`src/rtl/alu_pipe.sv`:
```
// Registered, handshaked ALU with chained carry flag.
// Define ALU_MUL_EN to make opcode F a WIDTH-cycle shift-add multiplier; otherwise F is a NOP.
module alu_pipe #(
  parameter int WIDTH = 8
) (
  input  logic             clk,
  input  logic             rst,
  input  logic             in_valid,
  output logic             in_ready,
  input  logic [WIDTH-1:0] a,
  input  logic [WIDTH-1:0] b,
  input  logic [3:0]       opcode,
  output logic             out_valid,
  input  logic             out_ready,
  output logic [WIDTH-1:0] out,
  output logic             z,
  output logic             c,
  output logic             v,
  output logic             p,
  output logic             busy
);
  localparam int SW  = $clog2(WIDTH);
  localparam int MSB = WIDTH - 1;

  // Handshake: a transfer happens on any edge where valid and ready are both 1.
  // in_valid is ignored while in_ready is 0; out holds until out_valid & out_ready.
`ifdef ALU_MUL_EN
  typedef enum logic [1:0] {IDLE = 2'd0, MUL = 2'd1, HOLD = 2'd2} state_t;
`else
  typedef enum logic [1:0] {IDLE = 2'd0, HOLD = 2'd2} state_t;
`endif

  state_t state_q, state_d;
  logic   cf;
  logic   accept;

  logic [SW-1:0]        shamt;
  logic [2*WIDTH-1:0]   rot;
  logic [WIDTH:0]       add_w;
  logic [WIDTH:0]       sub_w;
  logic                 cin;
  logic [WIDTH-1:0]     alu_res;
  logic                 alu_c;
  logic                 alu_v;

  assign shamt = b[SW-1:0];
  assign accept = in_valid & in_ready;
  assign out_valid = (state_q == HOLD);
  assign in_ready = (state_q == IDLE) | ((state_q == HOLD) & out_ready);
  assign z = ~|out;
  assign p = ^out;

  // ADC/SBB (opcodes 6,7) share the adder/subtractor with cf as carry/borrow-in.
  always_comb begin
    cin     = opcode[1] & cf;
    add_w   = {1'b0, a} + {1'b0, b} + {{WIDTH{1'b0}}, cin};
    sub_w   = {1'b0, a} - {1'b0, b} - {{WIDTH{1'b0}}, cin};
    rot     = {a, a} << shamt;
    alu_res = '0;
    alu_c   = 1'b0;
    alu_v   = 1'b0;
    case (opcode)
      4'h0: alu_res = a << shamt;
      4'h1: alu_res = a >> shamt;
      4'h2: alu_res = $signed(a) >>> shamt;
      4'h3: alu_res = rot[2*WIDTH-1:WIDTH];
      4'h4, 4'h6: begin
        {alu_c, alu_res} = add_w;
        alu_v = (a[MSB] == b[MSB]) & (add_w[MSB] != a[MSB]);
      end
      4'h5, 4'h7: begin
        {alu_c, alu_res} = sub_w;
        alu_v = (a[MSB] != b[MSB]) & (sub_w[MSB] != a[MSB]);
      end
      4'h8: alu_res = a & b;
      4'h9: alu_res = a | b;
      4'hA: alu_res = a ^ b;
      4'hB: alu_res = ~a;
      4'hC: alu_res = {{(WIDTH-1){1'b0}}, a == b};
      4'hD: alu_res = {{(WIDTH-1){1'b0}}, a < b};
      4'hE: alu_res = {{(WIDTH-1){1'b0}}, $signed(a) < $signed(b)};
      default: alu_res = '0;
    endcase
  end

`ifdef ALU_MUL_EN
  logic                 is_mul;
  logic [2*WIDTH-1:0]   mcand;
  logic [WIDTH-1:0]     mplier;
  logic [2*WIDTH-1:0]   acc;
  logic [2*WIDTH-1:0]   acc_next;
  logic [SW-1:0]        cnt;
  logic                 mul_last;

  assign is_mul   = (opcode == 4'hF);
  assign acc_next = acc + (mplier[0] ? mcand : '0);
  assign mul_last = (state_q == MUL) && (cnt == SW'(WIDTH - 1));
  assign busy     = (state_q == MUL);
`else
  assign busy = 1'b0;
`endif

  always_ff @(posedge clk) begin
    if (rst) state_q <= IDLE;
    else     state_q <= state_d;
  end

  always_comb begin
    state_d = state_q;
    case (state_q)
      IDLE: begin
`ifdef ALU_MUL_EN
        if (in_valid) state_d = is_mul ? MUL : HOLD;
`else
        if (in_valid) state_d = HOLD;
`endif
      end
`ifdef ALU_MUL_EN
      MUL: if (mul_last) state_d = HOLD;
`endif
      HOLD: begin
        if (out_ready) begin
`ifdef ALU_MUL_EN
          if (in_valid) state_d = is_mul ? MUL : HOLD;
`else
          if (in_valid) state_d = HOLD;
`endif
          else          state_d = IDLE;
        end
      end
      default: state_d = IDLE;
    endcase
  end

  always_ff @(posedge clk) begin
    if (rst) begin
      out <= '0;
      c   <= 1'b0;
      v   <= 1'b0;
      cf  <= 1'b0;
`ifdef ALU_MUL_EN
      mcand  <= '0;
      mplier <= '0;
      acc    <= '0;
      cnt    <= '0;
`endif
    end else begin
`ifdef ALU_MUL_EN
      if (accept && !is_mul) begin
`else
      if (accept) begin
`endif
        out <= alu_res;
        c   <= alu_c;
        v   <= alu_v;
        // Only arithmetic results feed the chained carry.
        if (opcode[3:2] == 2'b01) cf <= alu_c;
      end
`ifdef ALU_MUL_EN
      if (accept && is_mul) begin
        mcand  <= {{WIDTH{1'b0}}, a};
        mplier <= b;
        acc    <= '0;
        cnt    <= '0;
      end
      if (state_q == MUL) begin
        acc    <= acc_next;
        mcand  <= mcand << 1;
        mplier <= mplier >> 1;
        cnt    <= cnt + SW'(1);
        if (mul_last) begin
          out <= acc_next[WIDTH-1:0];
          c   <= |acc_next[2*WIDTH-1:WIDTH];
          v   <= 1'b0;
        end
      end
`endif
    end
  end
endmodule

```
`config.mk`:
```
export PLATFORM = sky130hd
export DESIGN_NAME = alu_pipe
export DESIGN_NICKNAME = d
export VERILOG_FILES = /design/src/rtl/alu_pipe.sv
export SDC_FILE = /design/constraint.sdc
export NUM_CORES = 1
export LEC_CHECK = 0
export BUFFER_PORTS_ARGS = -buffer_cell sky130_fd_sc_hd__buf_2
export CORE_ASPECT_RATIO = 1.2
export CORE_MARGIN = 2
export CORE_UTILIZATION = 54
export DETAILED_ROUTE_END_ITERATION = 8
export PLACE_DENSITY = 0.81
export RECOVER_POWER = 100
export SLEW_MARGIN = 20
export SYNTH_ARGS = -nofsm -noshare
export SYNTH_HDL_FRONTEND = slang
export SYNTH_SLANG_ARGS = --single-unit
export TNS_END_PERCENT = 20
```
`constraint.sdc`:
```
create_clock -name clk -period 2.5 [get_ports clk]
set_input_delay 0.25 -clock clk [delete_from_list [all_inputs] [get_ports clk]]
set_output_delay 0.25 -clock clk [all_outputs]
set_load 0.03 [all_outputs]
```
== Word-level counts from Yosys, hierarchy flattened ==
Cells that the tools add are included.
Word-level totals
  flip-flop bits (word level): 13
  output and inout bits: 15
  word-level logic and storage cells: 64
Cells by class
  add/sub/neg operators: 4
  magnitude comparators: 2
  eq/ne operators: 23
  shift-type cells: 4
  muxes and demuxes: 7
  bitwise gates (word level): 10
  reduce and logical (&&, ||, !) cells: 9
Operators by type and width (count)
  $pmux 8 s13: 1
  $eq 4x4->1 const B: 7
  $eq 4x3->1 const B: 4
  $lt 8x8->1: 2
  $shl 16x3->16: 1
  $add 8x8->9: 1
  $add 9x1->9: 1
  $sub 8x8->9: 1
  $sub 9x1->9: 1
  $and 8x8->8: 1
  $eq 4x2->1 const B: 2
  $eq 8x8->1: 1
  $not 8->8: 1
  $or 8x8->8: 1
  $reduce_or 8->1: 1
  $reduce_xor 8->1: 1
  $shl 8x3->8: 1
  $shr 8x3->8: 1
  $sshr 8x3->8: 1
  $xor 8x8->8: 1
  $mux 2: 3
  $and 1x1->1: 5
  $eq 4x1->1 const B: 1
  $logic_not 4->1: 1
  13 further kinds: 18

== Longest topological paths before layout ==
  word-level depth: 5
  gate-level depth with buffers: 13
  gate-level depth less buffers: 11

== Worst setup path before layout ==
No wires, ideal clock.
  path type: input to register
  start point: in opcode[1]
  end point: reg out[4]
  data arrival time: 2.483 ns
  required time: 2.349 ns
  slack: -0.134 ns
  cell stages on the path: 11
  cell sequence: buf_4 buf_2 nand2_1 fa_1 fa_1 o21a_1 or3_1 a32oi_1 nand2_1 a311oi_1 a221oi_1
On the way
  cells in the longest elaborated chain, start to end: 3
  elaborated cells between the ends (all ways): 21
  those cells by class: add/sub (2); eq/ne (14); mux (1); bitwise (1); reduce/logical (3)
Ends and longest elaborated chain
  start: declaration: RTL line 12  | input logic [3:0] opcode,
  $and 1x1->1 or $eq 4x3->1 (tied branches): RTL line 55, 62
  $sub 9x1->9 (tied with other cells): RTL line 57  | sub_w = {1'b0, a} - {1'b0, b} - {{WIDTH{1'b0}}, cin};
  $pmux 8 s13 *: RTL line 62  | case (opcode)
  end signal: assignment: RTL line 153  | out <= alu_res;
  end: declaration: RTL line 15  | output logic [WIDTH-1:0] out,
Every way passes the cells marked *; elsewhere a longest branch is shown, timed or not.
A chain may end at the register's enable or synchronous reset.

== Worst setup path in the final report ==
  start point: reg cf
  end point: reg out[4]
On the way
  cells in the longest elaborated chain, start to end: 3
  elaborated cells between the ends (all ways): 4
  those cells by class: add/sub (2); mux (1); bitwise (1)
Ends and longest elaborated chain
  start: declaration: RTL line 34  | logic cf;
  start signal: assignment: RTL line 157  | if (opcode[3:2] == 2'b01) cf <= alu_c;
  $and 1x1->1 *: RTL line 55  | cin = opcode[1] & cf;
  $sub 9x1->9 or $add 9x1->9 (tied branches): RTL line 57, 56
  $pmux 8 s13 *: RTL line 62
Marked as above.

==> flow_metrics.env <==
export IMPL_start_util=0.555
export IMPL_cp_arrival_ns=2.54
export IMPL_clock_skew_ns=0.00268
export IMPL_gr_total_overflow=0
export IMPL_cp_max_fo=3
export IMPL_clk_path_buf_depth=2
export IMPL_ant_nets=0
export IMPL_row_count=29
export IMPL_grt_pass1_wl_microns=14500
export IMPL_crit_top_cell="fa_2"
export IMPL_yosys_area_top_type_share=0.184
export IMPL_grt_util_all_layers=0.299
export IMPL_hold_class="in2reg"
export IMPL_status="finished clean"
export IMPL_synth_edf_count=0
export IMPL_clk_latency_ns=0.25
export IMPL_vias=3178
export IMPL_setup_violations=0
export IMPL_place_congestion=1.01
export IMPL_path_cells="nand2_4 -> fa_2 -> fa_2 -> o21a_1 -> or3_1 -> a32oi_1 -> nand2_1 -> a311oi_2 -> a221oi_1"
export IMPL_dieArea_sq_um=6020
export IMPL_finalHoldViolCount=0
export IMPL_root_buffer="clkbuf_8"
export IMPL_yosys_warnings=0
export IMPL_syn_area_sq_um=2920
export IMPL_drt_pass1_iter_count=6
export IMPL_p_total_mw=1.15
export IMPL_ys_seq_area_frac=0.0822
export IMPL_core_area_sq_um=5260
export IMPL_drt_iter0_drc=215
export IMPL_synthToLayoutAreaGrowth_pct=15.7
export IMPL_routed_wl_microns=9040
export IMPL_ys_ff_latch=12
export IMPL_nets=515
export IMPL_synth_nets=463
export IMPL_power_density_nw_per_um2=340
export IMPL_ir_worst_vdd_mv=0.184
export IMPL_fin_crit_sh=0.979
export IMPL_max_slew_worst_pin_slew_ns=0.605
export IMPL_max_stage_delay_ns=0.40
export IMPL_p_leak_nw=1.51
export IMPL_fillers=480
export IMPL_utilization=0.642
export IMPL_synthCells=392
export IMPL_ys_async_sr_fraction=0
export IMPL_die_h_microns=84.6
export IMPL_whs_ns=0.251
export IMPL_ioPinCount=39
export IMPL_cap_violations=0
export IMPL_fin_tns_setup_ns=0
export IMPL_antenna_found_initial=0
export IMPL_cts_sinks=12
export IMPL_cts_tree="yes"
export IMPL_multi_input_area_sq_um=2420
export IMPL_worstSetupStartpointType="register"
export IMPL_synth_distinct_cells=68
export IMPL_cp_end_kind="register"
export IMPL_yosysTopAreaCell="ha_1"
export IMPL_seqCellArea_sq_um=241
export IMPL_crit_type="reg2reg"
export IMPL_period_needed_ns=2.45
export IMPL_yosys_top_cells_area="ha_1 18%, dfxtp_1 8.2%, inv_1 5.3%, nand2_1 5.1%, nor2_1 4.5%"
export IMPL_port_buffer_count=37
export IMPL_critical_path_required_ns=2.60
export IMPL_avgSynthCellArea_sq_um=7.45
export IMPL_viasPerCell=6.31
export IMPL_timing_fmax_ghz=0.409
export IMPL_cts_buffers=3
export IMPL_die_w_microns=71.1
export IMPL_slew_headroom=0.594
export IMPL_drv_slew=0
export IMPL_path_clk_slew_ns=0.05
export IMPL_htree_levels=1
export IMPL_grt_pass1_vias=3112
export IMPL_rsz0062_at_grt="true"
export IMPL_diodes=0
export IMPL_worst_path_max_delay_cell="fa_2"
export IMPL_dp_hpwl_microns=7190
export IMPL_holdBufCountCts=0
export IMPL_synthFlopType="dfxtp_1"
export IMPL_grt_max_degree=26
export IMPL_drive_above_1_share=0.201
export IMPL_drc=0
export IMPL_wl_per_cell_microns=17.9
report_power, final:
part	switching, mW	internal (mW)
registers	0.0105	0.204
logic	0.445	0.300
clock network	0.0807	0.107
total	0.537	0.612
what timing repair did:
item	in CTS	in global routing
gates resized for setup	2	11
setup buffers	0	2
pin swaps	0	7
setup endpoints to repair	5	6
registers in the layout, indices dropped and copies added, names as in the netlist:
signal and count:
out 8, c 1, cf 1, state_q 1, v 1
metal layers:
layer | GRT usage | wire (microns)
met4 | 0.223 | 732
met5 | 0 | 0
met3 | 0.0252 | 596
met2 | 0.490 | 4130
met1 | 0.357 | 3570
critical path: cells and delay by family, from the launching register on:
family          cells  cell delay (ns)
flops               1             0.35
compound gates      4             0.70
fa+ha+maj           2             0.79
simple gates        3             0.45
cell type report:
type,count,share of cell area
well taps,62,0.0230
multi-input cells,312,0.716
clock buffers,3,0.0122
flip-flops and latches,12,0.0715
inverters,42,0.0474
repair buffers,73,0.130
cell usage after synthesis (all sizes together), types with 5 or more instances:
library cell  instances
ha                   43
inv                  42
nand2                41
nor2                 35
o21ai                27
a21oi                26
buf                  17
dfxtp                12
a221oi                9
clkbuf                9
o211ai                9
xnor2                 9
mux2i                 8
nand3                 8
xor2                  8
nand2b                7
mux4                  6
nor3                  6
a21o                  5
stage by stage:
step | std cells | worst slack, ns | instance area, sq um
3_3_place_gp | 500 | -0.00547 | 3300
6_report | 504 | 0.0527 | 3380
4_1_cts | 503 | 0.00300 | 3350
5_1_grt | 504 | -0.0490 | 3380
2_1_floorplan | 392 | 0.0196 | 2930
3_5_place_dp | 500 | -0.135 | 3300
placed cells by master, fill, tap and decap left out, drive strengths merged, types with 9 or more instances in the layout:
cell     n
o211ai   9
ha      43
inv     42
o21ai   27
clkbuf  17
buf     59
a221oi   9
xnor2    9
nor2    35
nand2   41
dfxtp   12
a21oi   26
kinds of logic (layout without fill, tap and decap cells):
kind of cell | count (synthesis) | count (layout) | synth area share
adders and majority gates | 47 | 47 | 0.212
and+or+nand+nor | 114 | 114 | 0.193
other | 1 | 1 | 0.00128
AOI/OAI and AO/OA | 117 | 117 | 0.270
muxes | 16 | 16 | 0.0839
buffers and inverters | 68 | 118 | 0.107
DFF | 12 | 12 | 0.0822
xor gates and xnor gates | 17 | 17 | 0.0510
path summary, 6_finish.rpt:
path                            cells past startpoint  slack [ns]          to     start
worst max-delay path                                9        0.05      out[4]        cf
worst min-delay path                                3        0.25  state_q[1]  in_valid
worst max register to register                      9        0.05      out[4]        cf
worst min register to register                      2        0.54      out[3]    out[3]
No activity file was read; power rests on OpenSTA's default activity.
